### config.mk
export PLATFORM = sky130hd
export DESIGN_NAME = instr_fetch_unit
export DESIGN_NICKNAME = d
export VERILOG_FILES = /design/src/rtl/instr_fetch_unit.sv
export SDC_FILE = /design/constraint.sdc
export NUM_CORES = 1
export LEC_CHECK = 0
export BUFFER_PORTS_ARGS = -buffer_cell sky130_fd_sc_hd__buf_4
export CORE_UTILIZATION = 45
export DETAILED_ROUTE_END_ITERATION = 8
export GPL_TIMING_DRIVEN = 0
export PLACE_DENSITY_LB_ADDON = 0.1
export SYNTH_ARGS = -nofsm -noshare
export SYNTH_HDL_FRONTEND = slang
export SYNTH_SLANG_ARGS = --single-unit
### constraint.sdc
create_clock -name clk -period 3.6 [get_ports clk]
set_input_delay 0 -clock clk [delete_from_list [all_inputs] [get_ports clk]]
set_output_delay 0 -clock clk [all_outputs]
set_load 0.02 [all_outputs]
### src/rtl/instr_fetch_unit.sv
// instr_fetch_unit: fetch stage of the multi-cycle RISC-V core.
// Owns the PC, issues one instruction fetch per request over a req/ready
// handshake, and holds the fetched word plus the PC it came from until the
// next successful fetch.
module instr_fetch_unit #(
  parameter logic [31:0] RESET_PC = 32'h0000_0000,
  parameter int unsigned WAIT_MAX = 16
) (
  input  logic        clk,
  input  logic        resetn,
  input  logic        fetch_start,
  input  logic        pc_we,
  input  logic [31:0] pc_next,
  output logic        mem_req,
  output logic [31:0] mem_addr,
  input  logic [31:0] mem_rdata,
  input  logic        mem_ready,
  output logic [31:0] pc,
  output logic [31:0] oldpc,
  output logic [31:0] instr,
  output logic        instr_valid,
  output logic        busy,
  output logic        fault,
  output logic [1:0]  fault_cause
);

  localparam logic [31:0] NOP_INSTR = 32'h0000_0013;
  localparam int unsigned CNT_W     = 8;  // WAIT_MAX-1 is at most 255

  typedef enum logic [1:0] {
    S_IDLE,
    S_REQ,
    S_DONE,
    S_FAULT
  } state_e;

  state_e state_q, state_d;

  logic [31:0]      pc_q, pc_d;
  logic [31:0]      oldpc_q, oldpc_d;
  logic [31:0]      instr_q, instr_d;
  logic [31:0]      pend_q, pend_d;
  logic             pend_v_q, pend_v_d;
  logic [CNT_W-1:0] cnt_q, cnt_d;
  logic [1:0]       cause_q, cause_d;

  logic misaligned;
  logic timeout;
  logic leave_req;

  assign misaligned = (pc_q[1:0] != 2'b00);
  assign timeout    = (cnt_q == CNT_W'(WAIT_MAX - 1));
  assign leave_req  = (state_q == S_REQ) && (mem_ready || timeout);

  // State register
  always_ff @(posedge clk or negedge resetn) begin
    if (!resetn) begin
      state_q <= S_IDLE;
    end else begin
      state_q <= state_d;
    end
  end

  // Next-state logic
  always_comb begin
    state_d = state_q;
    unique case (state_q)
      S_IDLE:  if (fetch_start) state_d = misaligned ? S_FAULT : S_REQ;
      S_REQ: begin
        if (mem_ready)    state_d = S_DONE;
        else if (timeout) state_d = S_FAULT;
      end
      S_DONE:  state_d = S_IDLE;
      S_FAULT: state_d = S_IDLE;
      default: state_d = S_IDLE;
    endcase
  end

  // Outputs decoded from state only, so no input-to-output combinational path
  always_comb begin
    mem_req     = 1'b0;
    busy        = 1'b0;
    instr_valid = 1'b0;
    fault       = 1'b0;
    unique case (state_q)
      S_REQ: begin
        mem_req = 1'b1;
        busy    = 1'b1;
      end
      S_DONE:  instr_valid = 1'b1;
      S_FAULT: fault       = 1'b1;
      default: ;
    endcase
  end

  // Datapath next values: PC, pending PC, wait counter, instruction register, cause
  always_comb begin
    pc_d     = pc_q;
    oldpc_d  = oldpc_q;
    instr_d  = instr_q;
    pend_d   = pend_q;
    pend_v_d = pend_v_q;
    cnt_d    = cnt_q;
    cause_d  = cause_q;
    unique case (state_q)
      S_IDLE: begin
        if (fetch_start) begin
          cause_d = misaligned ? 2'b01 : 2'b00;
          cnt_d   = '0;
        end
        if (pc_we) pc_d = pc_next;
      end
      S_REQ: begin
        if (mem_ready) begin
          instr_d = mem_rdata;
          oldpc_d = pc_q;
        end else if (timeout) begin
          cause_d = 2'b10;
        end else begin
          cnt_d = cnt_q + 1'b1;
        end
        // PC writes during a request are deferred so mem_addr stays stable;
        // a write on the exit edge itself is the newest and wins.
        if (leave_req) begin
          pend_v_d = 1'b0;
          if (pc_we)         pc_d = pc_next;
          else if (pend_v_q) pc_d = pend_q;
        end else if (pc_we) begin
          pend_d   = pc_next;
          pend_v_d = 1'b1;
        end
      end
      default: begin
        if (pc_we) pc_d = pc_next;
      end
    endcase
  end

  // Datapath registers
  always_ff @(posedge clk or negedge resetn) begin
    if (!resetn) begin
      pc_q     <= RESET_PC;
      oldpc_q  <= '0;
      instr_q  <= NOP_INSTR;
      pend_q   <= '0;
      pend_v_q <= 1'b0;
      cnt_q    <= '0;
      cause_q  <= 2'b00;
    end else begin
      pc_q     <= pc_d;
      oldpc_q  <= oldpc_d;
      instr_q  <= instr_d;
      pend_q   <= pend_d;
      pend_v_q <= pend_v_d;
      cnt_q    <= cnt_d;
      cause_q  <= cause_d;
    end
  end

  assign pc          = pc_q;
  assign mem_addr    = pc_q;
  assign oldpc       = oldpc_q;
  assign instr       = instr_q;
  assign fault_cause = cause_q;

endmodule
Word-level counts from Yosys, hierarchy flattened --
Cells that the tools add are included.
Storage, ports and cells: register bits after elaboration 141, bits of input ports 69, output and inout bits 134, word-level logic and storage cells 60
Cells by class: add/sub/neg operators 1, equality and inequality tests 11, muxes and demuxes 24, bitwise operators 1, reduce and logical (&&, ||, !) cells 15
Operators by type and width (number):
- 32-bit 2-to-1 mux | 5
- 8-bit 2-to-1 mux | 3
- 8-bit case mux with 2 select lines | 1
- 2-bit 2-to-1 mux | 7
- 2-bit inequality test, second input constant | 5
- 8-bit by 1-bit adder with 8-bit output, second input constant | 1
- 8-bit by 4-bit equality test with 1-bit output, second input constant | 1
- 4-bit AND reduction | 2
- 2-bit nonzero test | 4
- 1-bit 2-to-1 mux | 6
- 3-bit inequality test, second input constant | 2
- 2-bit case mux with 3 select lines | 1
- 2-bit AND reduction | 3
- 3-bit AND reduction | 2
- 2-bit equality test, second input constant | 2
- 2-bit case mux with 2 select lines | 1
- 2-bit by 1-bit equality test with 1-bit output, second input constant | 1
- 2-bit zero test | 1
- 2-bit OR reduction | 1
- 1-bit logical AND | 1
- 1-bit logical OR | 1
- 1-bit NOT | 1

Logic depth before layout (Yosys ltp) --
Gate-level depths: netlist (run 1).
depth in word-level cells 5, mapped depth 6, gate-level depth less buffers 5

Worst setup path before layout (run 1) --
OpenSTA, ideal clock, no wires.
path type register to register, start point register cnt_q[0], end point register pend_q[10], library setup time 125 ps, arrival 1846 ps, required time 3475 ps, slack 1629 ps, cell stages (with the launch flop) 7, path buffers 1, period minus slack after synthesis 1971 ps, cells stage by stage dfrtp_1 > ha_1 > and4b_4 > a211oi_4 > nand2_4 > buf_6 > mux2_4
Between the ends: cells in the longest elaborated chain, start to end 5
Ends and longest elaborated chain:
- start: declaration | line 44 | logic [CNT_W-1:0] cnt_q, cnt_d;
- start signal: assignment | line 155 | cnt_q <= cnt_d;
- 8-bit by 4-bit equality test with 1-bit output | line 52 | assign timeout = (cnt_q == CNT_W'(WAIT_MAX - 1));
- 1-bit logical OR | line 53 | assign leave_req = (state_q == S_REQ) && (mem_ready || timeout);
- 1-bit logical AND | line 53
- 1-bit NOT (no line)
- 3-bit AND reduction (no line)
- end signal: assignment | line 153 | pend_q <= pend_d;
- end: declaration | line 42 | logic [31:0] pend_q, pend_d;
Every way passes these cells. A chain may end at the register's enable or synchronous reset.

Final worst setup path (run 1) --
start point register cnt_q[0], end point register pend_q[0]
Same word-level chain as after synthesis.

==> results of run 1 <==
[timing repair]
item | in CTS | in global routing
endpoints found under the setup margin | 0 | 0
endpoints found under the hold margin | 166 | 0
hold buffers | 71 | 0
[layout make-up]
cell class	instances	area [µm²]
Fill cell	937	4070
Multi-Input combinational cell	227	2360
Inverter	4	15.0
Tap cell	176	220
Clock buffer	22	474
Sequential cell	141	3530
Timing Repair Buffer	274	2260
Clock inverter	8	115
Buffer	48	360
[registers in the layout, indices dropped and copies added, names as in the netlist]
| register | flops |
|---|---|
| fault_cause | 2 |
| oldpc | 32 |
| cnt_q | 8 |
| instr | 32 |
| pend_q | 32 |
| pend_v_q | 1 |
| mem_addr | 32 |
| state_q | 2 |
[Yosys cell counts (all sizes together) (2+ instances only)]
cell / number / area, µm²
buf: 48 / 360
o21a: 2 / 15.0
nor2b: 2 / 12.5
nor3: 6 / 30.0
nand3: 3 / 15.0
a21oi: 9 / 48.8
o21ai: 5 / 25.0
inv: 3 / 11.3
nand4: 2 / 12.5
nand2b: 4 / 27.5
dfstp: 3 / 78.8
mux2: 161 / 1960
dfrtp: 138 / 3450
nor2: 8 / 37.5
nand2: 13 / 58.8
o211ai: 2 / 15.0
[path summary, 6_finish.rpt]
kind | startpoint | end | cells after the start | slack (ns)
max | cnt_q[0] | pend_q[0] | 6 | 1.08
min | resetn | oldpc[9] | 2 | 0.15
max reg2reg | cnt_q[0] | pend_q[0] | 6 | 1.08
min reg2reg | oldpc[8] | oldpc[8] | 1 | 0.50
max in group asynchronous | resetn | instr[4] | 3 | 2.66
min in group clk | pc_next[22] | pend_q[22] | 3 | 0.36
[critical path, cell delays in order (launching register included)]
cell	delay [ns]
dfrtp_1	0.41
ha_1	0.25
and4b_4	0.24
a211oi_4	0.52
nand2_4	0.14
mux2_2	0.29
dlygate4sd3_1	0.55
[per-stage QoR]
stage	total power (µW)	setup slack (ns)	util, %
after floorplan	5350	1.63	-
after global placement	6890	1.43	59.7
after detailed placement	7000	1.40	59.9
after CTS	8870	1.09	69.6
after global routing	9270	0.986	69.6
final	8790	1.08	69.6
[per-layer routing]
layer	vias up	GRT usage, %
met1	2103	26.5
met2	152	32.9
met4	0	9.14
met5	-	0
li1	2042	-
met3	20	4.56
[logic make-up (layout without fill, tap and decap cells)]
group           after synthesis  in the layout  share of synthesized area [%]
mux                         161            161                           31.3
flops                       141            141                           56.4
buf+inv                      52            356                           5.99
simple gates                 41             41                           3.52
compound gates               24             24                           2.62
fa+ha+maj                     1              1                          0.200
[power breakdown]
group	switching, µW	internal, µW
Combinational	1890	2240
Sequential	543	2370
Clock	620	1130
==> results.cfg, run 1 <==
[outcome]
status = completed

[yosys]
syn_area_per_cell_um2 = 14.9
ys.flop_type = dfrtp_1
synthDistinctLibCells = 35
syn_area_um2 = 6260
synth_edf_count = 0
ys_ff_latch = 141
synth_warnings = 0
synth_nets = 490
yosysSeqAreaShare_pct = 56.4
synthCells = 420
async_flop_share_pct = 100

[cts]
tritoncts = built
htree_levels = 4
post_cts_buffers = 0
cts_resized = 0
clock_latency_ns = 0.41
cts-buffers-inserted = 17
clock_path_buffers = 2
root_buffer = clkbuf_16
clkSinkCount = 141
clk_pin_slew_ns = 0.06

[sta]
fmax_mhz = 397
setup_viol = 0
tns_ns = 0
tightest_slew_ns = 0.615
worst_hold_slack_ns = 0.151
period_needed_ns = 2.52
rsz0062_at_grt = no
finalCritPeriodShare_pct = 70.1
slew_viol_final = 0
max-slew-margin-rel_pct = 59.0
finClkSkew_ns = 0.0100
hold_viol_final = 0

[min_path]
hold_path.class = in2async

[critical_path]
cp-start-kind = register
crit_fanout = 8
critical_path_required_ns = 3.89
crit_arrival_ns = 2.81
worstSetupPathType = reg2reg
worstSetupEndpointType = register

[power]
p_leak_uw = 0.00451
vdd_drop_max_uv = 565
cellPowerDensity_nw_per_um2 = 942

[final_layout]
fin_cells = 900
nets = 783
final_cell_mix = buf_4, dfrtp_1, mux2_2
diodes = 0
final_common_cell = buf_4
drive_gt1_share_pct = 62.2
stdcell_area_um2 = 9330
area_growth_pct = 49.0

[placed_design]
hpwl_um = 9490
port_buffers = 202
dp.cells = 799
place_congestion = 0.781
dpl_cell_area_um2 = 8030

[routing]
met1Wirelength_um = 6090
route.vias.total = 4317
route.detailed.drc = 0
routed_wl_um = 13900
vias_per_cell = 4.80
wl_per_cell_um = 15.4
routed-wl-met3_um = 731
dr_wl_met2_um = 6780
drt_pass1_iterations = 4
initialDrtViolationCount = 165
top_layer = met4
drtAntennaViolNets = 0

[global_route]
overflow = 0
grt_pass1_vias = 4499
antenna_found_initial = 0
grt.total_usage_pct = 20.5
grt_start_max_net_pins = 79
grt_pass1_wl_um = 22800

[floorplan]
fp.dieW_um = 120
dieArea_um2 = 14400
coreArea_um2 = 13400
core.rowCount = 42
ios = 203
die_h_um = 120
initial_utilization_pct = 46.7

[flow_run]
drv_cap = 0
Power figures use the tool's default switching activity.
==> run 2, diff against run 1 <==
==> constraint.sdc (replaced) <==
create_clock -name clk -period 2.45 [get_ports clk]
set_input_delay 0 -clock clk [delete_from_list [all_inputs] [get_ports clk]]
set_output_delay 0 -clock clk [all_outputs]
set_load 0.02 [all_outputs]
==> run 2 against run 1 <==
Effect of this change:
- flip-flop and latch count did not move
- sequential share of layout area rose by 0.081 points
- register-to-register slack got worse by 0.83 ns
- sequential power rose by 47%
- maximum frequency rose by 15%
- utilization fell by 0.15 points
- final cell count fell by 0.22%
- clock-buffer cell count did not move
- critical path type unchanged
- largest cell class unchanged
==> results.cfg, run 2 (same netlist as run 1, synthesis figures left out) <==
[placed_design]
port_buffers = 202
place_congestion = 0.781
dpl_cell_area_um2 = 8030
hpwl_um = 9490
dp.cells = 799

[global_route]
grt_pass1_wl_um = 22700
antenna_found_initial = 0
grt_pass1_vias = 4487
overflow = 0
grt.total_usage_pct = 20.5
grt_start_max_net_pins = 79

[power]
p_leak_uw = 0.00450
vdd_drop_max_uv = 829
p_sw_uw = 4480
cellPowerDensity_nw_per_um2 = 1380
internal_power_uw = 8420
pwr-share-clk_pct = 19.9
power_frac_seq_pct = 33.2
swShare_pct = 34.7
pwr-share-comb_pct = 46.8

[final_layout]
diodes = 0
fin_cells = 898
nFillCells = 939
nets = 781
drive_gt1_share_pct = 62.3
final_core_util_pct = 69.5
area_growth_pct = 48.7
final_common_cell = buf_4
stdcell_area_um2 = 9310
final_cell_mix = buf_4, dfrtp_1, mux2_2

[sta]
max-slew-margin-rel_pct = 58.8
setup_viol = 0
finalCritPeriodShare_pct = 89.7
tightest_slew_ns = 0.617
finClkSkew_ns = 0.0100
period_needed_ns = 2.20
tns_ns = 0
rsz0062_at_grt = no
hold_viol_final = 0
fmax_mhz = 455
worst_hold_slack_ns = 0.153
slew_viol_final = 0

[cts]
tritoncts = built
clkSinkCount = 141
cts-buffers-inserted = 17
post_cts_buffers = 0
clk_pin_slew_ns = 0.06
clock_path_buffers = 2
cts_resized = 0
root_buffer = clkbuf_16
htree_levels = 4
clock_latency_ns = 0.41

[routing]
initialDrtViolationCount = 165
wl_per_cell_um = 15.4
route.vias.total = 4291
route.detailed.drc = 0
routed_wl_um = 13900
drtAntennaViolNets = 0
drt_pass1_iterations = 4
vias_per_cell = 4.78

[critical_path]
critPathTopFamily = buffers and inverters
critical_path_required_ns = 2.74
cp-start-kind = register
worstSetupEndpointType = register
crit_arrival_ns = 2.49
cp_cell_sequence = nand2b_2, clkinv_1, nand2_2, buf_2, mux2_2
cpMaxStageDelayCell = dfrtp_1
worstSetupPathType = reg2reg
cp_num_buf_inv = 2
crit_fanout = 10
worst_path_largest_cell_delay_ns = 0.43

[floorplan]
ios = 203
initial_utilization_pct = 46.7
die_h_um = 120
core.rowCount = 42
fp.dieW_um = 120
coreArea_um2 = 13400
dieArea_um2 = 14400

[outcome]
status = completed

[flow_run]
drv_cap = 0

[min_path]
hold_path.class = in2async
[run 2: worst paths after layout]
kind | end | cells past startpoint | slack [ns] | start
max reg2reg | oldpc[1] | 5 | 0.25 | state_q[1]
max in group asynchronous | instr[4] | 3 | 1.51 | resetn
min in group clk | pend_q[22] | 3 | 0.36 | pc_next[22]
min reg2reg | oldpc[8] | 1 | 0.50 | oldpc[8]
min | oldpc[9] | 2 | 0.15 | resetn
max | oldpc[1] | 5 | 0.25 | state_q[1]
[run 2: cell type report]
cell class              count  area [µm²]  area share (%)
clock buffers              22         474            5.09
inverters                   4        15.0           0.161
well taps                 176         220            2.36
multi-input cells         227        2360            25.3
repair buffers            272        2240            24.0
flip-flops and latches    141        3530            37.9
clock inverters             8         115            1.24
plain buffers              48         360            3.87
[run 2: layer usage]
layer,GRT usage [%],share of wire (%),up-vias
met5,0,0,-
met3,4.56,5.4,18
met2,32.8,49,152
met4,9.14,1.8,0
met1,26.5,44,2082
li1,-,-,2039
[run 2: metrics by stage]
| step | power, µW | worst slack (ns) |
|---|---|---|
| after floorplan | 7860 | 0.479 |
| after global placement | 10100 | 0.278 |
| after detailed placement | 10300 | 0.252 |
| after CTS | 13000 | 0.240 |
| after global routing | 13600 | 0.0915 |
| final | 12900 | 0.252 |
[run 2: timing repair]
item	4_1_cts	5_1_grt
endpoints found under the setup margin	0	0
hold buffers	69	0
endpoints found under the hold margin	166	0
[run 2: power by group through the flow]
| stage | Clock (µW) | Combinational [µW] | Sequential (µW) |
|---|---|---|---|
| 2_1_floorplan | 0 | 2710 | 5150 |
| 3_3_place_gp | 0 | 5880 | 4240 |
| 3_5_place_dp | 0 | 5980 | 4300 |
| 4_1_cts | 2630 | 6090 | 4290 |
| 5_1_grt | 2740 | 6390 | 4470 |
| 6_report | 2570 | 6040 | 4280 |
==> run 3, diff against run 2 <==
--- a/config.mk
+++ b/config.mk
@@ -6,7 +6,7 @@
 export NUM_CORES = 1
 export LEC_CHECK = 0
 export BUFFER_PORTS_ARGS = -buffer_cell sky130_fd_sc_hd__buf_4
-export CORE_UTILIZATION = 45
+export CORE_UTILIZATION = 50
 export DETAILED_ROUTE_END_ITERATION = 8
 export GPL_TIMING_DRIVEN = 0
 export PLACE_DENSITY_LB_ADDON = 0.1
==> constraint.sdc (replaced) <==
create_clock -name clk -period 2.1 [get_ports clk]
set_input_delay 0 -clock clk [delete_from_list [all_inputs] [get_ports clk]]
set_output_delay 0 -clock clk [all_outputs]
set_load 0.02 [all_outputs]
==> run 3 against run 2 <==
Effect of this change:
- total power grew 18%
- die area shrank 9.8%
- register-to-register slack lost 0.16 ns
- non-clock buffer count grew 1
- design area grew 0.22%
- largest power group unchanged
- utilization grew 7.6 points
- setup slack lost 0.16 ns
- via count grew 2.3%
- maximum frequency grew 9.6%
- critical path depth grew 1
- highest routed layer unchanged
- global-route usage grew 2.9 points
- sequential power grew 18%
- largest cell class unchanged
- critical endpoint is now pend_q[14]
==> results.cfg, run 3 (same netlist as run 1, synthesis figures left out) <==
[cts]
root_buffer = clkbuf_16
htree_levels = 4
tritoncts = built
clk_pin_slew_ns = 0.05
clock_path_buffers = 2
cts-buffers-inserted = 17
clock_latency_ns = 0.41
clkSinkCount = 141

[power]
vdd_drop_max_uv = 922
cellPowerDensity_nw_per_um2 = 1630
p_leak_uw = 0.00452

[sta]
slew_viol_final = 0
tightest_slew_ns = 0.643
fmax_mhz = 499
rsz0062_at_grt = yes
hold_viol_final = 0
finClkSkew_ns = 0.00635
max-slew-margin-rel_pct = 57.1
finalCritPeriodShare_pct = 95.5
setup_viol = 0
period_needed_ns = 2.01

[routing]
route.detailed.drc = 0
drtAntennaViolNets = 0
vias_per_cell = 4.92
routed_wl_um = 14500
wl_per_cell_um = 16.3
drt_pass1_iterations = 4
route.vias.total = 4389
initialDrtViolationCount = 126

[placed_design]
dp.cells = 791
dpl_cell_area_um2 = 8020
hpwl_um = 9560
place_congestion = 0.774
port_buffers = 202

[global_route]
overflow = 0
top_usage_layer = met2
grt_pass1_vias = 4679
gr-usage-met1_pct = 28.7
grt.total_usage_pct = 23.4
use_met3_pct = 5.90
antenna_found_initial = 0
grt_start_max_net_pins = 74
gr-usage-met2_pct = 39.7
grt_pass1_wl_um = 23100

[floorplan]
initial_utilization_pct = 51.7
dieArea_um2 = 13000
coreArea_um2 = 12100
die_h_um = 114
ios = 203
core.rowCount = 40
fp.dieW_um = 114

[critical_path]
worstSetupPathType = reg2reg
critical_path_required_ns = 2.39
crit_arrival_ns = 2.30
crit_fanout = 10
reg2reg_slack_ns = 0.09
cp-start-kind = register
rr_endpoint = pend_q[14]
r2r_start = cnt_q[0]
reg2regPathDepth = 6
worstSetupEndpointType = register

[final_layout]
area_growth_pct = 49.0
drive_gt1_share_pct = 62.4
stdcell_area_um2 = 9330
fin_cells = 892
nets = 782
final_core_util_pct = 77.0
nFillCells = 776
final_common_cell = buf_4
diodes = 0
final_cell_mix = buf_4, dfrtp_1, mux2_2

[outcome]
status = completed

[min_path]
hold_path.class = in2async

[flow_run]
drv_cap = 0
[run 3: cell types whose count changed in the layout (fill, tap and decap cells not counted), sizes merged]
cell and change:
bufinv +1, buf +1, clkinv -1, clkbuf +1
[run 3: power breakdown]
| group | total [µW] | internal [µW] | switching, µW |
|---|---|---|---|
| Sequential | 5030 | 4070 | 961 |
| Clock | 3080 | 2000 | 1070 |
| Combinational | 7090 | 3830 | 3270 |
[run 3: cell type report]
| cell class | instances | area [µm²] | area share [%] |
|---|---|---|---|
| timing repair buffer | 273 | 2250 | 24.1 |
| sequential | 141 | 3530 | 37.9 |
| clock inverter | 8 | 140 | 1.50 |
| buffer | 48 | 360 | 3.86 |
| clock buffer | 23 | 458 | 4.91 |
| multi-input combinational | 227 | 2370 | 25.4 |
| inverter | 4 | 16.3 | 0.174 |
| tap | 168 | 210 | 2.25 |
[run 3: metal layers]
layer	wire length [µm]	part of all wire, %	up-vias
met5	0	0	-
met4	230	1.6	0
met3	753	5.2	19
met2	7510	52	145
met1	6040	42	2183
li1	-	-	2042
[run 3: repair_timing]
| action | in CTS | in global routing |
|---|---|---|
| endpoints found under the hold margin | 168 | 0 |
| pin swaps | 1 | 0 |
| gates resized for setup | 3 | 1 |
| hold buffers | 69 | 0 |
| endpoints found under the setup margin | 118 | 30 |
| setup buffers | 1 | 0 |
[run 3: worst max-delay path, cell delays in order (launching register included)]
cell and delay (ns):
dfrtp_1 0.41, ha_1 0.25, and4b_4 0.25, a211oi_4 0.35, nand2_4 0.13, buf_6 0.19
mux2_4 0.30
[run 3: stage by stage]
step	setup slack [ns]	TNS [ns]	hold WS, ns	power (µW)
5_1_grt	-0.00168	-0.00168	0.210	15900
2_1_floorplan	0.129	0	-0.296	9170
3_3_place_gp	-0.0571	-3.07	0.232	11800
4_1_cts	0.0292	0	0.171	15300
3_5_place_dp	-0.113	-7.28	0.0427	12000
6_report	0.0944	0	0.146	15200
[run 3: worst max-delay path by stage]
stage / start / endpoint
after floorplan: cnt_q[0] / pend_q[10]
after global placement: state_q[1] / oldpc[3]
after detailed placement: cnt_q[0] / pend_q[14]
after CTS: cnt_q[5] / mem_addr[26]
after global routing: state_q[1] / mem_addr[29]
final: cnt_q[0] / pend_q[14]
